==> config.mk <==
export PLATFORM = sky130hd
export DESIGN_NAME = vision_pipeline_sequencer
export DESIGN_NICKNAME = d
export VERILOG_FILES = /design/src/rtl/vision_pipeline_sequencer.sv
export SDC_FILE = /design/constraint.sdc
export NUM_CORES = 1
export LEC_CHECK = 0
export ABC_AREA = 1
export CAP_MARGIN = 40
export CORE_MARGIN = 8
export CORE_UTILIZATION = 54
export DETAILED_ROUTE_END_ITERATION = 12
export PLACE_DENSITY = 0.79
export SLEW_MARGIN = 20
export SYNTH_ARGS = -nofsm -noshare
export SYNTH_HDL_FRONTEND = slang
export SYNTH_SLANG_ARGS = --single-unit
export TNS_END_PERCENT = 5
==> constraint.sdc <==
create_clock -name clk -period 2.9 [get_ports clk]
set_clock_uncertainty 0.2 [all_clocks]
set_input_delay 0.725 -clock clk [delete_from_list [all_inputs] [get_ports clk]]
set_output_delay 0.725 -clock clk [all_outputs]
set_load 0.01 [all_outputs]
==> src/rtl/vision_pipeline_sequencer.sv <==
// Frame sequencer for the vision chain: capture -> extract -> search -> optional
// ethernet query (timeout + retries) -> display, with frame/drop statistics.
module vision_pipeline_sequencer #(
    parameter int TIMEOUT = 1024,
    parameter int RETRIES = 2,
    parameter int FCW     = 16
) (
    input  logic           clk,
    input  logic           rst,
    input  logic           run,
    output logic           cam_go,
    input  logic           cam_done,
    output logic           ext_go,
    input  logic           ext_done,
    output logic           srch_go,
    input  logic           srch_done,
    input  logic           srch_need_q,
    output logic           eth_go,
    input  logic           eth_ack,
    output logic           disp_go,
    input  logic           disp_done,
    output logic           busy,
    output logic           err,
    input  logic           err_clr,
    output logic [FCW-1:0] frame_cnt,
    output logic [FCW-1:0] drop_cnt,
    output logic [2:0]     dbg_state
);

    typedef enum logic [2:0] {
        S_IDLE = 3'd0,
        S_CAP  = 3'd1,
        S_EXT  = 3'd2,
        S_SRCH = 3'd3,
        S_ETH  = 3'd4,
        S_DISP = 3'd5
    } state_t;

    localparam int            TW     = $clog2(TIMEOUT);
    // Timer counts down to zero; zero marks the last cycle an ack is accepted.
    localparam logic [TW-1:0] T_LOAD = TW'(TIMEOUT - 1);
    localparam logic [2:0]    R_MAX  = 3'(RETRIES);

    state_t         state_q, state_d;
    logic [TW-1:0]  timer_q, timer_d;
    logic [2:0]     retry_q, retry_d;
    logic           cam_go_q, cam_go_d;
    logic           ext_go_q, ext_go_d;
    logic           srch_go_q, srch_go_d;
    logic           eth_go_q, eth_go_d;
    logic           disp_go_q, disp_go_d;
    logic           busy_q;
    logic           err_q, err_d;
    logic [FCW-1:0] frame_q, frame_d;
    logic [FCW-1:0] drop_q, drop_d;
    logic           expire;

    assign expire = (timer_q == '0);

    always_ff @(posedge clk or posedge rst) begin
        if (rst) begin
            state_q   <= S_IDLE;
            timer_q   <= '0;
            retry_q   <= '0;
            cam_go_q  <= 1'b0;
            ext_go_q  <= 1'b0;
            srch_go_q <= 1'b0;
            eth_go_q  <= 1'b0;
            disp_go_q <= 1'b0;
            busy_q    <= 1'b0;
            err_q     <= 1'b0;
            frame_q   <= '0;
            drop_q    <= '0;
        end else begin
            state_q   <= state_d;
            timer_q   <= timer_d;
            retry_q   <= retry_d;
            cam_go_q  <= cam_go_d;
            ext_go_q  <= ext_go_d;
            srch_go_q <= srch_go_d;
            eth_go_q  <= eth_go_d;
            disp_go_q <= disp_go_d;
            busy_q    <= (state_d != S_IDLE);
            err_q     <= err_d;
            frame_q   <= frame_d;
            drop_q    <= drop_d;
        end
    end

    always_comb begin
        state_d = state_q;
        unique case (state_q)
            S_IDLE: if (run)       state_d = S_CAP;
            S_CAP:  if (cam_done)  state_d = S_EXT;
            S_EXT:  if (ext_done)  state_d = S_SRCH;
            S_SRCH: if (srch_done) state_d = srch_need_q ? S_ETH : S_DISP;
            S_ETH: begin
                // An ack in the expiry cycle takes priority over retry/abandon.
                if (eth_ack)     state_d = S_DISP;
                else if (expire) state_d = (retry_q < R_MAX) ? S_ETH : S_IDLE;
            end
            S_DISP: if (disp_done) state_d = S_IDLE;
            default:               state_d = S_IDLE;
        endcase
    end

    always_comb begin
        cam_go_d  = 1'b0;
        ext_go_d  = 1'b0;
        srch_go_d = 1'b0;
        eth_go_d  = 1'b0;
        disp_go_d = 1'b0;
        timer_d   = timer_q;
        retry_d   = retry_q;
        frame_d   = frame_q;
        drop_d    = drop_q;
        err_d     = err_q & ~err_clr;
        unique case (state_q)
            S_IDLE: cam_go_d  = run;
            S_CAP:  ext_go_d  = cam_done;
            S_EXT:  srch_go_d = ext_done;
            S_SRCH: begin
                if (srch_done) begin
                    if (srch_need_q) begin
                        eth_go_d = 1'b1;
                        timer_d  = T_LOAD;
                        retry_d  = '0;
                    end else begin
                        disp_go_d = 1'b1;
                    end
                end
            end
            S_ETH: begin
                if (eth_ack) begin
                    disp_go_d = 1'b1;
                end else if (expire) begin
                    if (retry_q < R_MAX) begin
                        eth_go_d = 1'b1;
                        timer_d  = T_LOAD;
                        retry_d  = retry_q + 3'd1;
                    end else begin
                        // Abandon: setting err overrides a simultaneous err_clr.
                        err_d  = 1'b1;
                        drop_d = drop_q + FCW'(1);
                    end
                end else begin
                    timer_d = timer_q - TW'(1);
                end
            end
            S_DISP: if (disp_done) frame_d = frame_q + FCW'(1);
            default: ;
        endcase
    end

    assign cam_go    = cam_go_q;
    assign ext_go    = ext_go_q;
    assign srch_go   = srch_go_q;
    assign eth_go    = eth_go_q;
    assign disp_go   = disp_go_q;
    assign busy      = busy_q;
    assign err       = err_q;
    assign frame_cnt = frame_q;
    assign drop_cnt  = drop_q;
    assign dbg_state = state_q;

endmodule

==> reports/metrics.cfg, run 1 <==
[power_and_ir_drop]
swShare_pct = 40.4
powerDensity_nw_per_um2 = 653
intPower_mw = 1.54
power_leakage_nw = 1.91
vdd_ir_drop_max_v = 0.000548
p_total_mw = 2.59
clockPowerShare_pct = 16.9
combPwrFrac_pct = 39.6
p_sw_mw = 1.05
seqPwrFrac_pct = 43.5

[worst_setup_path]
path_max_fanout = 8
cp-end-kind = primary output
worstPathRequired_ns = 1.98
timing.rr.start = timer_q[0]
crit_chain = clkdlybuf4s50_1
worstPathArrival_ns = 1.44
crit_family = buffers and inverters
timing.critical_path.from_type = flop
crit_start = dbg_state[0]
worstSetupPathType = reg -> out
path_buf_inv = 1
slowest_delay_ns = 0.60
slowest_stage = clkdlybuf4s50_1

[global_routing]
track_usage_pct = 17.7
first_global_vias = 2732
gr-total-overflow = 0
grt_pass1_wl_um = 12800
grt_max_degree = 56
antenna_found_initial = 0

[drt]
vias = 2895
drt-vias-per-instance = 5.07
wl_per_cell_um = 12.8
first_iter_violations = 107
drtPass1Iterations = 4
antenna_left = 0
wl_um = 7300
drc_errors = 0

[logic_synthesis]
async_reset_ff_share_pct = 100
synth_area_leaders = dfrtp_1 42%, nand2_1 18%, inv_1 5.1%
synth.distinct_cells = 31
synth_area_sq_um = 3280
yosys.area.top_type = dfrtp_1
synth_top_area_share_pct = 42.0
netlist_instances = 439
synth_flop_cell = dfrtp_1
syn_nets = 454
ys_top_cells_by_count = 156 x nand2_1, 55 x dfrtp_1, 45 x inv_1, 41 x nor2_1, 26 x nand3_1
yosys_register_bits = 55
yosysWarnings = 0
synth.most_common_cell = nand2_1
synth_seq_area_share_pct = 42.0
synth-edff-count = 0
synth_area_per_cell_sq_um = 7.47

[clock_tree]
postCtsSetupBuffers = 0
cts_sinks = 55
holdBufCountCts = 0
cts_root_buf = clkbuf_8
cts_resized = 0
clock_tree.buffer_depth = 2
htree_levels = 2
path_clk_slew_ns = 0.09
cts_tree = done
insertion_delay_ns = 0.31
numCtsBuffers = 5

[layout]
layout-drive-gt1-share_pct = 9.48
synthToLayoutAreaGrowth_pct = 20.9
multiInputGateArea_sq_um = 1650
final_net_count = 510
fillCellCount = 506
antenna_cells = 0
fin_util_pct = 67.4
seq_area_sq_um = 1380
final_cell_area_sq_um = 3970
fin_cells = 571

[timing]
maxSlewHeadroom_pct = 70.4
timing.fmax_mhz = 423
worstMarginPinSlew_ns = 0.441
tns_ns = 0
hold_viol = 0
setup_viol = 0
timing.final.crit_share_pct = 81.4
drv_slew = 0
period_needed_ns = 2.36
rsz0062_at_grt = false

[placed_design]
place_area_sq_um = 3870
port-buffer-count = 51
dp_cells = 563
hpwlAfterDp_um = 5610
place.gp.congestion = 0.924

[floorplanning]
ios = 52
die_h_um = 93.9
dieArea_sq_um = 8830
placement_rows = 28
initial_utilization_pct = 55.7
die_w_um = 93.9
coreArea_sq_um = 5890

[job]
drv_cap = 0

[worst_hold_path]
hp-class = reg -> reg
hold_start = timer_q[0]

[outcome]
status = finished clean

## power by group through the flow
stage               Sequential, mW  Clock [mW]  Combinational [mW]
floorplan                     1.14           0               0.675
global placement              1.13           0                1.00
detailed placement            1.14           0                1.03
CTS                           1.12       0.454                1.03
global route                  1.15       0.489                1.17
finish                        1.13       0.438                1.02
## registers in the layout, indices dropped and copies added, names as in the netlist, 3 cells and up
| signal | count |
|---|---|
| timer_q | 10 |
| retry_q | 3 |
| dbg_state | 3 |
| drop_cnt | 16 |
| frame_cnt | 16 |
## worst register-to-register path, cell delays in order (launching register included)
cell and delay (ns):
dfrtp_1 0.40, inv_1 0.13, ha_1 0.20, nand4_2 0.19
nor2_8 0.20, nand3_4 0.19, inv_2 0.25, o21ai_0 0.12
## metrics by stage
| stage | setup slack [ns] | hold slack [ns] |
|---|---|---|
| after detailed placement | 0.399 | 0.292 |
| final | 0.539 | 0.307 |
| after CTS | 0.531 | 0.315 |
| after global routing | 0.474 | 0.329 |
| after global placement | 0.484 | 0.276 |
| after floorplan | 0.632 | 0.261 |
## final timing paths
path                                      end  slack (ns)  depth (start not counted)
max in group asynchronous         drop_cnt[1]        1.69                          3
worst max register to register   drop_cnt[12]        0.92                          7
worst min-delay path               timer_q[0]        0.31                          2
worst max-delay path             dbg_state[0]        0.54                          1
worst min register to register     timer_q[0]        0.31                          2
min in group asynchronous       frame_cnt[10]        0.57                          3
## area by class of cell
type                       count  area share (%)
timing repair buffer          54            13.8
clock inverter                 3           0.600
multi-input combinational    324            41.6
clock buffer                   5            1.74
tap                           75            2.37
inverter                      55            5.27
sequential                    55            34.7
## cells by family (layout without fill, tap and decap cells)
group           after synthesis  in the layout  synth area share (%)
buf+inv                      60            117                  7.82
fa+ha+maj                     5              5                  1.91
simple gates                274            274                  38.9
flops                        55             55                  42.0
compound gates               26             26                  4.39
xor+xnor                     19             19                  5.07
## routing by layer
layer	vias to the layer above	wire [um]	GRT usage (%)
met1	1333	3300	22.1
met5	-	0	0
met2	53	3630	30.6
li1	1499	-	-
met3	10	270	2.64
met4	0	104	5.28
## cell usage in the layout, fill, tap and decap left out, types with 4 or more instances in the layout
cell type,count
nand2_1,156
dfrtp_1,55
clkdlybuf4s50_1,51
inv_1,44
nor2_1,41
nand3_1,26
nand4_1,16
o21ai_0,15
nor3_1,11
xor2_1,11
inv_2,10
xnor2_1,8
o21ai_1,5
ha_1,5
clkbuf_8,5
nand2_2,4
Power figures use the tool's default switching activity.
==> run 2, diff against run 1 <==
--- a/config.mk
+++ b/config.mk
@@ -8,9 +8,9 @@
 export ABC_AREA = 1
 export CAP_MARGIN = 40
 export CORE_MARGIN = 8
-export CORE_UTILIZATION = 54
+export CORE_UTILIZATION = 49
 export DETAILED_ROUTE_END_ITERATION = 12
-export PLACE_DENSITY = 0.79
+export PLACE_DENSITY = 0.76
 export SLEW_MARGIN = 20
 export SYNTH_ARGS = -nofsm -noshare
 export SYNTH_HDL_FRONTEND = slang
==> constraint.sdc (replaced) <==
create_clock -name clk -period 1.9 [get_ports clk]
set_clock_uncertainty 0.2 [all_clocks]
set_input_delay 0.475 -clock clk [delete_from_list [all_inputs] [get_ports clk]]
set_output_delay 0.475 -clock clk [all_outputs]
set_load 0.01 [all_outputs]
==> reports/metrics.cfg, run 2 (synthesis results as in run 1) <==
[drt]
antenna_left = 0  ; unchanged
wl_per_cell_um = 12.5  ; was 12.8 um
drc_errors = 0  ; unchanged
drtPass1Iterations = 4  ; unchanged
wl_um = 7400  ; was 7300 um
vias = 3082  ; was 2,895
drt-vias-per-instance = 5.19  ; was 5.07
first_iter_violations = 88  ; was 107

[clock_tree]
cts_tree = done  ; unchanged
insertion_delay_ns = 0.30  ; was 0.31 ns
numCtsBuffers = 5  ; unchanged
cts_sinks = 55  ; unchanged
clock_tree.buffer_depth = 2  ; unchanged
cts_root_buf = clkbuf_8  ; unchanged
htree_levels = 2  ; unchanged
path_clk_slew_ns = 0.09  ; about the same

[global_routing]
grt_max_degree = 41  ; was 56
antenna_found_initial = 0  ; unchanged
first_global_vias = 2972  ; was 2,732
track_usage_pct = 15.8  ; was 17.7%
grt_pass1_wl_um = 12800  ; about the same
gr-total-overflow = 0  ; unchanged

[worst_setup_path]
path_max_fanout = 1  ; was 8
path_depth = 1  ; unchanged
timing.critical_path.from_type = flop  ; unchanged
cp-end-kind = primary output  ; unchanged
worstPathRequired_ns = 1.22  ; was 1.98 ns
crit_chain = clkdlybuf4s50_1  ; unchanged
worstSetupPathType = reg -> out  ; unchanged
slowest_stage = clkdlybuf4s50_1  ; unchanged
worstRegToRegCells = 8  ; was 7
worstPathArrival_ns = 1.17  ; was 1.44 ns
slowest_delay_ns = 0.54  ; was 0.60 ns
crit_family = buffers and inverters  ; unchanged
path_buf_inv = 1  ; unchanged

[placed_design]
place.gp.congestion = 0.897  ; was 0.924
port-buffer-count = 51  ; unchanged
hpwlAfterDp_um = 5840  ; was 5610 um
dp_cells = 583  ; was 563

[layout]
final_net_count = 530  ; was 510
antenna_cells = 0  ; unchanged
final_common_cell = nand2_1  ; unchanged
synthToLayoutAreaGrowth_pct = 25.5  ; was 20.9%
final_cell_mix = 156 x nand2_1, 50 x dfrtp_1, 43 x inv_1  ; was 156 x nand2_1, 55 x dfrtp_1, 51 x clkdlybuf4s50_1
fin_cells = 594  ; was 571
fillCellCount = 622  ; was 506
layout-drive-gt1-share_pct = 14.0  ; was 9.48%

[power_and_ir_drop]
vdd_ir_drop_max_v = 0.000654  ; was 0.000548 V
power_leakage_nw = 2.17  ; was 1.91 nW
p_total_mw = 4.00  ; was 2.59 mW
powerDensity_nw_per_um2 = 972  ; was 653 nW/um^2

[timing]
worstMarginPinSlew_ns = 0.471  ; was 0.441 ns
period_needed_ns = 1.85
maxSlewHeadroom_pct = 68.4  ; was 70.4%
hold_viol = 0  ; unchanged
drv_slew = 0  ; unchanged
timing.fmax_mhz = 541
setup_viol = 0  ; unchanged
tns_ns = 0  ; unchanged
timing.final.crit_share_pct = 97.3

[floorplanning]
ios = 52  ; unchanged
coreArea_sq_um = 6640  ; was 5890 sq um
dieArea_sq_um = 9570  ; was 8830 sq um
die_h_um = 97.8  ; was 93.9 um
initial_utilization_pct = 49.4  ; was 55.7%
placement_rows = 30  ; was 28
die_w_um = 97.8  ; was 93.9 um

[outcome]
status = finished clean  ; unchanged

[worst_hold_path]
hold_path_depth = 1  ; was 2
hp-class = reg -> reg  ; unchanged

[job]
drv_cap = 0  ; unchanged

[run 2: changes by cell type in the layout (fill, tap and decap cells not counted), moves of 4 or more]
cell             previous run  this run
buf_4                       2        20
clkdlybuf4s50_1            51        13
dfrtp_1                    55        50
dfrtp_2                     0         5
dlygate4sd2_1               0        34
dlymetal6s2s_1              0         4
[run 2: area by class of cell]
class                           count  area, sq um  area share [%]
Clock buffer                        5         68.8            1.67
Clock inverter                      1         7.51           0.182
Inverter                           55          215            5.23
Multi-Input combinational cell    324         1660            40.2
Sequential cell                    55         1380            33.6
Tap cell                           80          100            2.43
Timing Repair Buffer               74          688            16.7
[run 2: repair_timing]
| action | in CTS | in global routing |
|---|---|---|
| endpoints found under the hold margin | 0 | 0 |
| buffers inserted | 2 | 3 |
| resized for setup | 39 | 10 |
| pin swaps | 0 | 2 |
| endpoints found under the setup margin | 35 | 29 |
| hold buffers | 0 | 0 |
[run 2: per-layer routing]
metal | vias to the layer above | track usage [%] | wire length, um | share of wire (%)
met5 | - | 0 | 0 | 0
met4 | 0 | 4.92 | 79 | 1.1
met3 | 5 | 3.84 | 351 | 4.7
met2 | 61 | 27.7 | 3730 | 50
met1 | 1476 | 18.6 | 3240 | 44
li1 | 1540 | - | - | -
[run 2: worst paths after layout]
check	from	end	slack [ns]
worst min-delay path	frame_cnt[3]	frame_cnt[3]	0.32
worst max register to register	timer_q[1]	drop_cnt[7]	0.11
min in group asynchronous	rst	frame_cnt[1]	0.36
worst max-delay path	srch_go	srch_go	0.05
worst min register to register	frame_cnt[3]	frame_cnt[3]	0.32
max in group asynchronous	rst	frame_cnt[0]	0.93
[run 2: power breakdown]
part | internal [mW] | total, mW | switching, mW
sequential | 1.43 | 1.69 | 0.256
clock | 0.246 | 0.602 | 0.357
combinational | 0.736 | 1.71 | 0.977
total | 2.41 | 4.00 | 1.59
[run 2: through the flow]
stage / instance area, sq um / setup WS, ns / hold WS (ns) / util, %
3_3_place_gp: 4020 / -0.129 / 0.276 / 60.5
5_1_grt: 4120 / -0.00634 / 0.357 / 62.0
2_1_floorplan: 3280 / 0.207 / 0.261 / -
4_1_cts: 4080 / 0.000899 / 0.308 / 61.3
3_5_place_dp: 4020 / -0.157 / 0.286 / 60.5
6_report: 4120 / 0.0505 / 0.322 / 62.0
